File: src/rtl/config_pkg.sv
// Shared LSU/memory-side types for the DDR request path.
// ddr_req_t is the queued unit: one LSU beat, write or read.
package config_pkg;

    localparam int unsigned DDR_ADDR_W = 32;
    localparam int unsigned DDR_DATA_W = 32;

    typedef logic [DDR_ADDR_W-1:0] ddr_address_t;
    typedef logic [DDR_DATA_W-1:0] ddr_data_t;

    typedef struct packed {
        logic         is_write;
        ddr_address_t address;
        ddr_data_t    data;
    } ddr_req_t;

    function automatic ddr_req_t make_req(input logic is_write, input ddr_address_t address,
                                          input ddr_data_t data);
        ddr_req_t r;
        r.is_write = is_write;
        r.address  = address;
        r.data     = data;
        return r;
    endfunction

endpackage

File: src/rtl/ddr_req_fifo.sv
// Synchronous FIFO of request entries; head visible the cycle after push.
// A pop and a push in the same cycle on a full FIFO are both honoured.
module ddr_req_fifo
    import config_pkg::*;
#(
    parameter int unsigned Depth  = 4,
    parameter type         elem_t = ddr_req_t
) (
    input  logic                   clk_i,
    input  logic                   rst_i,
    input  logic                   push_i,
    input  elem_t                  data_i,
    input  logic                   pop_i,
    output elem_t                  data_o,
    output logic                   full_o,
    output logic                   empty_o,
    output logic [$clog2(Depth):0] level_o
);

    localparam int unsigned PtrW = $clog2(Depth);
    localparam int unsigned LvlW = PtrW + 1;

    elem_t             mem_q [Depth];
    logic [PtrW-1:0]   wr_ptr_q, rd_ptr_q;
    logic [LvlW-1:0]   level_q, level_d;
    logic              do_push, do_pop;

    assign empty_o = (level_q == '0);
    assign full_o  = (level_q == LvlW'(Depth));
    assign level_o = level_q;
    assign data_o  = mem_q[rd_ptr_q];

    assign do_pop  = pop_i && !empty_o;
    assign do_push = push_i && (!full_o || do_pop);

    always_comb begin
        level_d = level_q;
        case ({do_push, do_pop})
            2'b10:   level_d = level_q + 1'b1;
            2'b01:   level_d = level_q - 1'b1;
            default: level_d = level_q;
        endcase
    end

    // Pointers are PtrW bits wide, so a power-of-two depth wraps for free.
    always_ff @(posedge clk_i) begin
        if (rst_i) begin
            wr_ptr_q <= '0;
            rd_ptr_q <= '0;
            level_q  <= '0;
        end else begin
            level_q <= level_d;
            if (do_push) wr_ptr_q <= wr_ptr_q + 1'b1;
            if (do_pop)  rd_ptr_q <= rd_ptr_q + 1'b1;
        end
    end

    always_ff @(posedge clk_i) begin
        if (do_push) mem_q[wr_ptr_q] <= data_i;
    end

endmodule

File: src/rtl/ddr_request_bridge.sv
// Queues LSU read/write beats and issues them in order on an Avalon-MM master.
// Command held stable under waitrequest; reads throttled by the outstanding limit.
module ddr_request_bridge
    import config_pkg::*;
#(
    parameter int unsigned ReqFifoDepth        = 4,
    parameter int unsigned MaxOutstandingReads = 8
) (
    input  logic         clk_i,
    input  logic         rst_i,
    input  ddr_address_t ddr_address_i,
    input  logic         ddr_w_en_i,
    input  ddr_data_t    ddr_w_data_i,
    input  logic         ddr_r_en_i,
    output logic         ddr_w_done_o,
    output ddr_data_t    ddr_r_data_o,
    output logic         ddr_r_valid_o,
    output ddr_address_t avm_address_o,
    output logic         avm_read_o,
    output logic         avm_write_o,
    output ddr_data_t    avm_writedata_o,
    input  logic         avm_waitrequest_i,
    input  ddr_data_t    avm_readdata_i,
    input  logic         avm_readdatavalid_i,
    output logic         busy_o,
    output logic         error_o
);

    localparam int unsigned CntW = $clog2(MaxOutstandingReads) + 1;
    localparam int unsigned LvlW = $clog2(ReqFifoDepth) + 1;

    ddr_req_t        enq_req, head;
    logic            fifo_full, fifo_empty;
    logic [LvlW-1:0] fifo_level, level_next;

    logic            req_any, req_both, push, push_ok, drop;
    logic            present, accept, rd_inc, rd_dec, rdv_spurious;

    logic [CntW-1:0] out_cnt_q, out_cnt_d;
    logic            error_q, error_d;
    logic            busy_q, busy_d;
    logic            w_done_q, r_valid_q;
    ddr_data_t       r_data_q;

    // A simultaneous read is discarded; the write wins.
    assign req_any  = ddr_w_en_i || ddr_r_en_i;
    assign req_both = ddr_w_en_i && ddr_r_en_i;
    assign enq_req  = make_req(ddr_w_en_i, ddr_address_i, ddr_w_data_i);

    assign present = !rst_i && !fifo_empty &&
                     (head.is_write || (out_cnt_q < CntW'(MaxOutstandingReads)));
    assign accept  = present && !avm_waitrequest_i;

    assign push    = !rst_i && req_any;
    assign push_ok = push && (!fifo_full || accept);
    assign drop    = push && !push_ok;

    assign rd_inc       = accept && !head.is_write;
    assign rdv_spurious = avm_readdatavalid_i && (out_cnt_q == '0);
    assign rd_dec       = avm_readdatavalid_i && !rdv_spurious;

    ddr_req_fifo #(
        .Depth  (ReqFifoDepth),
        .elem_t (ddr_req_t)
    ) u_fifo (
        .clk_i   (clk_i),
        .rst_i   (rst_i),
        .push_i  (push),
        .data_i  (enq_req),
        .pop_i   (accept),
        .data_o  (head),
        .full_o  (fifo_full),
        .empty_o (fifo_empty),
        .level_o (fifo_level)
    );

    always_comb begin
        out_cnt_d = out_cnt_q;
        case ({rd_inc, rd_dec})
            2'b10:   out_cnt_d = out_cnt_q + 1'b1;
            2'b01:   out_cnt_d = out_cnt_q - 1'b1;
            default: out_cnt_d = out_cnt_q;
        endcase
    end

    // busy reflects the state that will hold after this edge, not last cycle's.
    assign level_next = fifo_level + LvlW'(push_ok) - LvlW'(accept);
    assign busy_d     = (level_next != '0) || (out_cnt_d != '0);
    assign error_d    = error_q || req_both || drop || rdv_spurious;

    always_ff @(posedge clk_i) begin
        if (rst_i) begin
            out_cnt_q <= '0;
            error_q   <= 1'b0;
            busy_q    <= 1'b0;
            w_done_q  <= 1'b0;
            r_valid_q <= 1'b0;
        end else begin
            out_cnt_q <= out_cnt_d;
            error_q   <= error_d;
            busy_q    <= busy_d;
            w_done_q  <= accept && head.is_write;
            r_valid_q <= rd_dec;
        end
    end

    always_ff @(posedge clk_i) begin
        if (rd_dec) r_data_q <= avm_readdata_i;
    end

    assign avm_read_o      = present && !head.is_write;
    assign avm_write_o     = present && head.is_write;
    assign avm_address_o   = head.address;
    assign avm_writedata_o = head.data;

    assign ddr_w_done_o  = w_done_q;
    assign ddr_r_valid_o = r_valid_q;
    assign ddr_r_data_o  = r_data_q;
    assign busy_o        = busy_q;
    assign error_o       = error_q;

endmodule

File: config.mk
export PLATFORM = sky130hd
export DESIGN_NAME = ddr_request_bridge
export DESIGN_NICKNAME = d
export VERILOG_FILES = /design/src/rtl/config_pkg.sv /design/src/rtl/ddr_req_fifo.sv /design/src/rtl/ddr_request_bridge.sv
export SDC_FILE = /design/constraint.sdc
export NUM_CORES = 1
export LEC_CHECK = 0
export BUFFER_PORTS_ARGS = -buffer_cell sky130_fd_sc_hd__buf_4
export CAP_MARGIN = 10
export CELL_PAD_IN_SITES_DETAIL_PLACEMENT = 1
export CELL_PAD_IN_SITES_GLOBAL_PLACEMENT = 2
export CORE_ASPECT_RATIO = 1.5
export CORE_MARGIN = 4
export CORE_UTILIZATION = 45
export DETAILED_ROUTE_END_ITERATION = 10
export HOLD_SLACK_MARGIN = 0.02
export PLACE_DENSITY_LB_ADDON = 0.1
export SETUP_SLACK_MARGIN = 0.02
export SLEW_MARGIN = 10
export SYNTH_ARGS = -nofsm -noshare
export SYNTH_HDL_FRONTEND = slang
export SYNTH_SLANG_ARGS = --single-unit
File: constraint.sdc
create_clock -name clk_i -period 6.4 [get_ports clk_i]
set_clock_uncertainty 0.2 [all_clocks]
set_input_delay 0.32 -clock clk_i [delete_from_list [all_inputs] [get_ports clk_i]]
set_output_delay 0.32 -clock clk_i [all_outputs]
set_load 0.05 [all_outputs]
**Word-level counts from Yosys, hierarchy flattened**

Memory sizes are Yosys's and may differ from the RTL's. A register that Yosys moved wholly into a read port is not among the register bits.
Index checks and enable logic that the tools add are counted.
W data, S select, Z words.

- Register bits after elaboration: 47
- RAM bits: 260
- Input port bits: 102
- Output and inout port bits: 102
- Word-level logic and storage cells: 65
- Memories: 1

Memory list:

| name | words | bits a word | rd ports | clocked after Yosys merged registers in | wr ports | line | source |
|---|---|---|---|---|---|---|---|
| u_fifo.mem_q | 4 | 65 | 1 | 1 | 1 | ddr_req_fifo.sv:23 | `elem_t mem_q [Depth];` |

- $add $sub $neg: 8
- Order comparisons: 1
- Equality and inequality tests: 5
- Multiplexer cells: 6
- Reduce and logical (&&, ||, !) cells: 35

Operators by type and width:

| kind | count |
|---|---|
| $logic_and A1 B1 Y1 | 15 |
| $logic_or A1 B1 Y1 | 8 |
| $pmux W4 S2 | 1 |
| $logic_not A1 Y1 | 7 |
| $pmux W3 S2 | 1 |
| $add A2 B1 Y2 const B | 2 |
| $add A4 B1 Y4 const B | 1 |
| $eq A2 B1 Y1 const B | 2 |
| $eq A2 B2 Y1 const B | 2 |
| $logic_not A4 Y1 | 1 |
| $lt A4 B4 Y1 const B | 1 |
| $mux W2 | 2 |
| $reduce_bool A4 Y1 | 1 |
| $sub A4 B1 Y4 const B | 1 |
| $add A3 B1 Y3 | 1 |
| $add A3 B1 Y3 const B | 1 |
| $eq A3 B3 Y1 const B | 1 |
| $logic_not A3 Y1 | 1 |
| $reduce_bool A3 Y1 | 1 |
| $sub A3 B1 Y3 | 1 |
| $sub A3 B1 Y3 const B | 1 |
| $mux W1 | 2 |
| $reduce_bool A2 Y1 | 1 |

**Logic depth before layout (Yosys ltp)**

Gate-level depths: netlist (run 1).

- Depth after elaboration: 11
- Mapped depth: 11
- Mapped depth without buffers: 10

**By module**

A second synthesis (run 1) with hierarchy kept.

- Cells, all modules: 490
- Area, all modules: 11446.0 µm²

Modules (own cells, without submodules):

| module | times used | cells an instance | area each (µm²) | seq. area each (µm²) |
|---|---|---|---|---|
| ddr_req_fifo | 1 | 393 | 9909.5 | 7987.7 |
| ddr_request_bridge | 1 | 97 | 1536.5 | 1121.1 |

**Worst setup path before layout (run 1)**

Ideal clock, no wire load.

- Path kind: flip-flop to flip-flop
- Start point: reg (tool-made name)
- End point: reg busy_q, in the netlist busy_o
- Setup time: 0.133 ns
- Arrival time: 4.002 ns
- Required time: 6.067 ns
- Setup slack: 2.065 ns
- Stages on the path, launching flop included: 10
- Buffers on the path: 0
- Clock period less this slack: 4.335 ns
- Cells stage by stage: dfxtp_1 > mux4_2 > nor4_1 > nand2_1 > ha_1 > ha_1 > nor4b_1 > a211oi_1 > a211oi_1 > a31oi_1

RTL lines:

| what | line | source |
|---|---|---|
| end signal: assignment | ddr_request_bridge.sv:101 | `busy_q <= busy_d;` |
| end: declaration | ddr_request_bridge.sv:41 | `logic busy_q, busy_d;` |

==> results by stage, run 1 <==
Logic synthesis:
- The commonest cells after synthesis are sky130_fd_sc_hd__edfxtp_1, sky130_fd_sc_hd__mux4_2, sky130_fd_sc_hd__dfxtp_1.
- For this run, the register share of the synthesized area comes to 0.800.
- The fraction of synthesized cell area taken by the top area cell type is 0.770.
- The dominant register cell in the synthesized netlist is sky130_fd_sc_hd__edfxtp_1.
- The number of instances in the synthesized netlist is roughly 490.
- The biggest area contributor in the post-synthesis netlist is sky130_fd_sc_hd__edfxtp_1.
- For this run, asynchronously set or reset flops after synthesis account for 0.
- sky130_fd_sc_hd__edfxtp_1 is the most common cell in the netlist.
- The mean area per synthesized cell is between 20 and 25 sq um.
- During synthesis, Yosys emitted a total of 0 warnings.
- By area the synthesized netlist is led by sky130_fd_sc_hd__edfxtp_1, sky130_fd_sc_hd__mux4_2, sky130_fd_sc_hd__dfxtp_1.
- The number of nets in the synthesized netlist is 608.
- The cell area after technology mapping is 11400 sq um.
- The post-synthesis register bit count is just over 300.
- The synthesized netlist contains 40 unique library cells.
- The count of flip-flops with a built-in enable after synthesis is 292.

Die:
- The die height is approximately 200 um.
- The region available for standard cell placement spans 25100 sq um.
- From left edge to right edge, the die measures between 100 and 150 um.
- The number of rows created at floorplan is around 70.
- The number of top-level pins is 204.
- The overall die area is 28000 sq um.
- The initial core utilization is 0.454.

Detailed routing:
- Summing over every cut layer, the via total after detailed routing is between 5000 and 6000.
- The final wirelength is 24600 um.
- Dividing the detail-routed wire length by the instance count gives 21.1 um.
- The detailed router finished its first iteration with 344 violations.
- The first-pass iteration count of the detailed router is 4.
- The remaining routing DRC violations is 0.
- Using the TritonRoute via totals, the vias-per-cell ratio works out to 5.06.
- The residual antenna-violating net count after detailed routing is 0.

Worst setup path:
- Data on the critical path is required at its endpoint by 6650 ps.
- The largest fanout of any net on the critical path is 65.
- STA classifies the critical path endpoint as a flop.
- The kind of start point of the critical path is a flop.
- The critical path in this run is classified as flop to flop.
- At the worst endpoint, the arrival time is 4190 ps.

GRT:
- The number of antenna violations at the first check in global routing was 1.
- The wire length of the first global-routing pass is between 30000 and 40000 um.
- Entering global routing, the biggest net connects 66 pins.
- Across every metal layer, demand over resource in global routing totals 0.178.
- After global routing the overflow that remains totals 0.
- The number of global-route vias before repair is 6846.

Clocking:
- Counting the buffers created by CTS gives 29.
- The buffers inserted during post-CTS setup optimization is 0.
- The clock tree from TritonCTS is done.
- The clock-pin slew on the worst setup and hold paths is 60 ps.
- For the worst-skew pair, the clock arrives at the later sink with an insertion delay of 530 ps.
- The cell sitting at the root of the clock tree is a sky130_fd_sc_hd__clkbuf_16.
- The number of hold buffers added after cts is between 100 and 150.
- In this run the number of H-tree levels came out at 1.
- The total number of clock tree sinks is between 300 and 400.
- The count of instances resized after the clock tree is built is 0.
- No sink is reached through more buffers than the 3 on the longest clock path.

Power:
- The completed layout was analyzed and its total power is 5.53 mW.
- IR analysis of the VDD net gives a maximum drop of 0.230 mV.
- The standby leakage power is 5.31 nW.
- The areal power density over the cells is 363 nW/um^2.
- The net switching share of the total power is 0.303.
- Of the total power, the clock network draws 0.302.
- The power dissipated by switching net loads is 1.67 mW.
- Of the total power, combinational logic draws 0.241.
- The internal power of the cells totals 3.86 mW.
- The part of the power in registers is 0.457.

Min path:
- The worst hold path belongs to the class input port to flop.

Timing:
- The setup-violating endpoint count in the final report is 0.
- The final setup TNS is 0 ps.
- The share of the clock period used by the worst path after layout is 0.615.
- Setup repair after global routing left no endpoint under its margin.
- The final number of hold-violating endpoints is 0.
- The minimum period implied by the final worst setup slack is 3940 ps.
- The timing-limited maximum frequency is 254 MHz.
- The normalized max-slew margin is 0.326.
- The final number of max-transition violations is 0.
- For the pin with the worst max-slew slack, the measured transition is between 1000 and 1500 ps.

Run:
- Across the run, the number of max-cap violations was 0.

Place:
- The total of buffers placed on input and output ports is 203.
- The placer congestion estimate is 0.731.
- The wire-length estimate of the detail-placed layout is 14700 um.

Cells and area:
- The number of nets in the final layout is 927.
- Of the cells placed in the final design, the portion with a size suffix greater than 1 is 0.393.
- The signed area change from the synthesized netlist to the final layout is 33.8%.
- Counting the fill cells in the layout gives 2195.

Status:
- The flow ran to the end, and the final reports show no timing, DRC or antenna violations.
## per-stage QoR
step                      area [sq um]   util  worst slack (ps)  cells  hold slack (ps)
after floorplan                  11400      -              2070    493              219
after global placement           13300  0.530              2620   1008              246
after detailed placement         13300  0.530              2480   1008              272
after CTS                        15200  0.608              2450   1162             98.7
after global routing             15200  0.608              2210   1163              160
final                            15200  0.608              2460   1163              142
## cell families (layout without fill, tap and decap cells)
group / count (synthesis) / in the layout / share of synthesized area
AO/OA/AOI/OAI: 19 / 19 / 0.0133
multiplexers: 69 / 69 / 0.133
other: 0 / 1 / 0
flip-flops: 309 / 309 / 0.800
buffers and inverters: 32 / 373 / 0.0112
adder cells (fa/ha/maj): 13 / 13 / 0.0163
AND/OR/NAND/NOR: 44 / 44 / 0.0211
XOR/XNOR: 7 / 7 / 0.00539
## cells in the final DEF, fill, tap and decap left out, drive strengths merged, types with 3 or more instances in the layout
cell / n
ha: 10
nor2b: 3
buf: 205
mux2i: 3
dlygate4sd3: 101
nor3: 4
and2: 6
xor2: 5
nand2: 4
a21oi: 5
mux4: 65
inv: 16
nor4: 3
edfxtp: 292
bufinv: 3
nor2: 12
clkinv: 14
clkinvlp: 4
fa: 3
dfxtp: 17
clkbuf: 30
## state kept, by name, indices dropped and copies added, names as in the netlist, 2 cells and up, named ones only
signal and count:
u_fifo.rd_ptr_q 2, u_fifo.mem_q 260, ddr_r_data_o 32, u_fifo.wr_ptr_q 2, u_fifo.level_o 3, out_cnt_q 4
## power groups by stage
| stage | logic, mW | registers [mW] | clock network, mW |
|---|---|---|---|
| after global routing | 1.41 | 2.55 | 1.81 |
| after CTS | 1.35 | 2.53 | 1.71 |
| after detailed placement | 1.30 | 2.57 | 0 |
| final | 1.33 | 2.53 | 1.67 |
| after floorplan | 0.672 | 2.77 | 0 |
| after global placement | 1.28 | 2.56 | 0 |
## area by class of cell
class	instances	area (sq um)	area share
Tap cell	328	410	0.0270
Antenna cell	1	2.50	0.000164
Timing Repair Buffer	306	2550	0.167
Sequential cell	309	9120	0.599
Inverter	14	52.6	0.00345
Clock buffer	30	729	0.0479
Clock inverter	23	205	0.0135
Multi-Input combinational cell	152	2160	0.142
## path summary, 6_finish.rpt
kind,startpoint,end,slack (ps),cells after the start
worst max-delay path,flop,busy_o,2460,9
worst min-delay path,ddr_r_en_i,error_o,140,3
worst max register to register,flop,busy_o,2460,9
worst min register to register,u_fifo.rd_ptr_q[1],flop,300,1
## routing by layer
metal  vias up  GRT usage  part of all wire
met5         -          0                 0
met3        35     0.0374             0.063
met1      2987      0.214              0.38
met2       188      0.323              0.54
li1       2680          -                 -
met4         0     0.0463             0.022
## worst max-delay path, cell delays in order, from the launching register on
cell                        delay, ps
sky130_fd_sc_hd__dfxtp_4         1000
sky130_fd_sc_hd__mux4_2           490
sky130_fd_sc_hd__nor4_1           390
sky130_fd_sc_hd__nand2_1          110
sky130_fd_sc_hd__ha_1             290
sky130_fd_sc_hd__ha_1             410
sky130_fd_sc_hd__nand3_1          150
sky130_fd_sc_hd__a2111oi_0        500
sky130_fd_sc_hd__a211oi_1         130
sky130_fd_sc_hd__a31oi_1          200
No activity file was read; power rests on OpenSTA's default activity.
==> run 2: changes to the inputs <==
--- a/config.mk
+++ b/config.mk
@@ -5,13 +5,14 @@
 export SDC_FILE = /design/constraint.sdc
 export NUM_CORES = 1
 export LEC_CHECK = 0
+export ABC_AREA = 1
 export BUFFER_PORTS_ARGS = -buffer_cell sky130_fd_sc_hd__buf_4
 export CAP_MARGIN = 10
 export CELL_PAD_IN_SITES_DETAIL_PLACEMENT = 1
 export CELL_PAD_IN_SITES_GLOBAL_PLACEMENT = 2
 export CORE_ASPECT_RATIO = 1.5
 export CORE_MARGIN = 4
-export CORE_UTILIZATION = 45
+export CORE_UTILIZATION = 38
 export DETAILED_ROUTE_END_ITERATION = 10
 export HOLD_SLACK_MARGIN = 0.02
 export PLACE_DENSITY_LB_ADDON = 0.1
==> constraint.sdc (replaced) <==
create_clock -name clk_i -period 4.1 [get_ports clk_i]
set_clock_uncertainty 0.2 [all_clocks]
set_input_delay 0.205 -clock clk_i [delete_from_list [all_inputs] [get_ports clk_i]]
set_output_delay 0.205 -clock clk_i [all_outputs]
set_load 0.05 [all_outputs]
==> results by stage, run 2 <==
Logic synthesis:
- After synthesis, the share of cell area in mux cells is 0.
- Of the total synthesized cell area, the portion taken by full adders, half adders and majority gates is 0.0161.
- The cell type contributing the most total cell area after synthesis is sky130_fd_sc_hd__edfxtp_1.
- Of the total synthesized cell area, the portion taken by AND, OR, NAND and NOR gates is 0.0636.
- A synthesized cell averages roughly 14 sq um.
- The largest family of logic cells by synthesized area is compound AO/OA/AOI/OAI gates.
- The most common cell in the synthesized netlist is sky130_fd_sc_hd__edfxtp_1.
- Ranked by instance count, the synthesized netlist is headed by sky130_fd_sc_hd__edfxtp_1, sky130_fd_sc_hd__nor2_1, sky130_fd_sc_hd__o21ai_0.
- The count of yosys warnings during synthesis is 0.
- The count of flip-flops with a built-in enable after synthesis is 292.
- For this run, the register share of the synthesized area comes to 0.790.
- The most used flip-flop cell after synthesis is sky130_fd_sc_hd__edfxtp_1.
- The parity-gate share of the synthesized area counting xor and xnor cells is 0.00456.
- The netlist uses 27 different library cells.
- In this run the cell area of the synthesized design comes to 11500 sq um.
- For this run, asynchronously set or reset flops after synthesis account for 0.
- Counting every net in the synthesized netlist gives just over 900.
- Ranked by total cell area, the synthesized netlist is headed by sky130_fd_sc_hd__edfxtp_1, sky130_fd_sc_hd__o21ai_0, sky130_fd_sc_hd__nor2_1.
- The number of instances in the synthesized netlist is between 700 and 800.
- Of the post-synthesis cell area, the dominant cell type holds 0.760.
- The post-synthesis register bit count is 309.
- The share of the synthesized area in compound gates (AO/OA/AOI/OAI) is 0.101.

Worst setup path:
- The cell with the largest stage delay on the worst path is sky130_fd_sc_hd__buf_4.
- In this run the worst path has a maximum fanout of 94.
- The endpoint class of the critical path is an output port.
- The setup slack of the most critical reg-to-reg path is ~970 ps.
- At the worst endpoint, the arrival time is 2930 ps.
- Counting cells, the worst reg-to-reg path comes to 14.
- The worst register-to-register path ends at busy_o.
- STA classifies the critical path startpoint as a flop.
- By instance count, the cell type seen most on the critical path is sky130_fd_sc_hd__buf_4.
- Data on the critical path is required at its endpoint by around 3700 ps.
- The largest single stage delay on the critical path is between 700 and 800 ps.
- The critical path in this run is classified as flop to output port.
- Walking the worst path, the cells encountered are inv_4, buf_4, buf_4, o21ai_0, o22ai_1, buf_4.

Clocking:
- The clock latency on the worst-skew pair is 550 ps.
- The buffers inserted during post-CTS setup optimization is 0.
- In this run the deepest clock path goes through 3 buffers.
- The maximum level of the CTS H-tree is 1.
- Counting the buffers created by CTS gives 29.
- The clock tree from TritonCTS is done.
- The root buffer cell chosen for the clock tree is sky130_fd_sc_hd__clkbuf_16.
- Clock-pin slew was measured on the worst setup and hold paths at approximately 60 ps.
- The total number of clock tree sinks is 309.
- The count of instances resized after the clock tree is built is 0.

Die:
- The initialized floorplan defines 77 standard-cell rows.
- The initial core utilization is 0.389.
- The floorplan step defined a die boundary enclosing 33300 sq um.
- The die width is 150 um.
- From bottom edge to top edge, the die measures 221 um.
- The floorplan step defined a core boundary enclosing about 30000 sq um.
- 204 I/O pins were placed.

Timing:
- The final number of max-transition violations is 0.
- For the finished layout, the period the worst path requires is 3340 ps.
- The final number of hold-violating endpoints is 0.
- Setup slack closes at 761 ps.
- Setup violations remaining at the end of the flow were counted as 0.
- The final setup TNS is 0 ps.
- The worst-margin pin slew is 1000 ps.
- The normalized max-slew margin is 0.331.
- The timing-limited maximum frequency is 300 MHz.
- Final hold analysis gives a worst-case slack of 163 ps.
- The share of the clock period used by the worst path after layout is 0.814.
- Setup repair after global routing left no endpoint under its margin.

Cells and area:
- Ranked by flip-flop count, first place goes to u_fifo.mem_q.
- In the final layout, the share of cells above drive strength 1 is 0.240.
- After the last flow step, the layout net total stands at 1220.
- The library cell used most frequently in the layout, excluding fill and tap cells, is sky130_fd_sc_hd__edfxtp_1.
- Leaving out fill and tap cells, the most frequent cells in the layout are sky130_fd_sc_hd__edfxtp_1, sky130_fd_sc_hd__buf_4, sky130_fd_sc_hd__nor2_1.
- The final non-filler cell area is 15500 sq um.
- From synthesis to final layout, the design area changed by 34.0%.
- The flip-flop count of the largest register after layout is 260.
- The number of antenna diodes in the final layout is 0.

GRT:
- The first global-routing pass estimated 44900 um of wire.
- Entering global routing, the biggest net connects 95 pins.
- The number of global-route vias before repair is about 8000.
- In the global route stage, overall resource usage came out at 0.172.
- The total congestion overflow after global routing is 0.
- The number of antenna violations at the first check in global routing was 0.

Detailed routing:
- The remaining routing DRC violations is 0.
- The routed design has 28600 um of wire.
- Dividing the detail-routed via count by the number of cells gives 4.91.
- The detailed router finished its first iteration with about 330 violations.
- The residual antenna-violating net count after detailed routing is 0.
- The routed length per instance is 18.8 um.
- For this run, the detailed router's first-pass iteration total came to 4.
- The routed via count is 7453.

Status:
- The flow ran to the end, and the final reports show no timing, DRC or antenna violations.

Place:
- The total of buffers placed on input and output ports is 203.
- After detailed placement, the total cell area comes to 13600 sq um.
- The setup slack at placement is a little over 900 ps.
- The placer congestion estimate is a little over 0.7.
- The half-perimeter wire length after detailed placement is ~17000 um.

Power:
- In this run the static leakage power is 5.63 nW.
- The maximum vdd ir drop is 0.459 mV.
- The overall power of the completed layout is 7.87 mW.
- Power spread over the standard cell area amounts to around 500 nW/um^2.

Min path:
- The worst hold path belongs to the class input port to flop.
- In this run the most critical hold path is launched from avm_readdata_i[30].
- The path with the worst hold slack has its endpoint at ddr_r_data_o[30].
- Along the worst hold path, the cell count comes to 2.

Run:
- The number of max-cap violations is 0.
## run 2: changes by cell type in the layout (fill, tap and decap cells not counted), moves of 14 or more
cell	previous run	this run
sky130_fd_sc_hd__inv_1	14	28
sky130_fd_sc_hd__mux4_2	65	0
sky130_fd_sc_hd__o22ai_1	0	64
sky130_fd_sc_hd__nand2_1	4	20
sky130_fd_sc_hd__o21ai_0	1	137
sky130_fd_sc_hd__nor2_1	12	139
## run 2: worst max path at each step
stage,start,end,slack (ps),depth (start not counted)
floorplan,u_fifo.level_o[1],u_fifo.mem_q[0][0],-320,6
global route,flop,avm_writedata_o[5],470,6
global placement,flop,busy_o,1020,14
detailed placement,flop,busy_o,910,14
CTS,flop,avm_writedata_o[5],620,6
finish,flop,avm_writedata_o[5],760,6
## run 2: area by class of cell
cell class | instances | area, sq um
flip-flops and latches | 309 | 9110
well taps | 395 | 494
repair buffers | 321 | 2690
inverters | 31 | 119
multi-input cells | 413 | 2170
clock inverters | 15 | 129
fillers | 2988 | 14200
clock buffers | 34 | 744
## run 2: kinds of logic (layout without fill, tap and decap cells)
family,Yosys count,in the layout
buffers and inverters,74,401
adders and majority gates,13,13
and+or+nand+nor,181,181
xor gates and xnor gates,6,6
DFF,309,309
AOI/OAI and AO/OA,213,213
## run 2: power by group
group	internal, mW	switching (mW)	total, mW	leakage [nW]
registers	3.71	0.0634	3.77	2.81
logic	0.489	1.12	1.60	2.41
clock network	1.41	1.08	2.50	0.419
total	5.61	2.26	7.87	5.63
## run 2: timing repair
action	4_1_cts	5_1_grt
endpoints found under the setup margin	0	0
hold endpoints to repair	309	0
hold buffers	102	0
## run 2: metrics by stage
stage                     cells   util
after floorplan             796      -
after global routing       1518  0.521
after CTS                  1518  0.521
after detailed placement   1367  0.457
final                      1518  0.521
after global placement     1367  0.457
## run 2: worst max-delay path, delay by kind of cell (launching register included)
kind	cells	cell delay, ps
AOI/OAI and AO/OA	2	540
buffers and inverters	4	1470
DFF	1	360
## run 2: routing by layer
metal | track usage | vias up | wire length, um
met5 | 0 | - | 0
met4 | 0.0369 | 0 | 350
met3 | 0.0385 | 28 | 1520
met2 | 0.318 | 164 | 15400
met1 | 0.201 | 3706 | 11300
li1 | - | 3555 | -
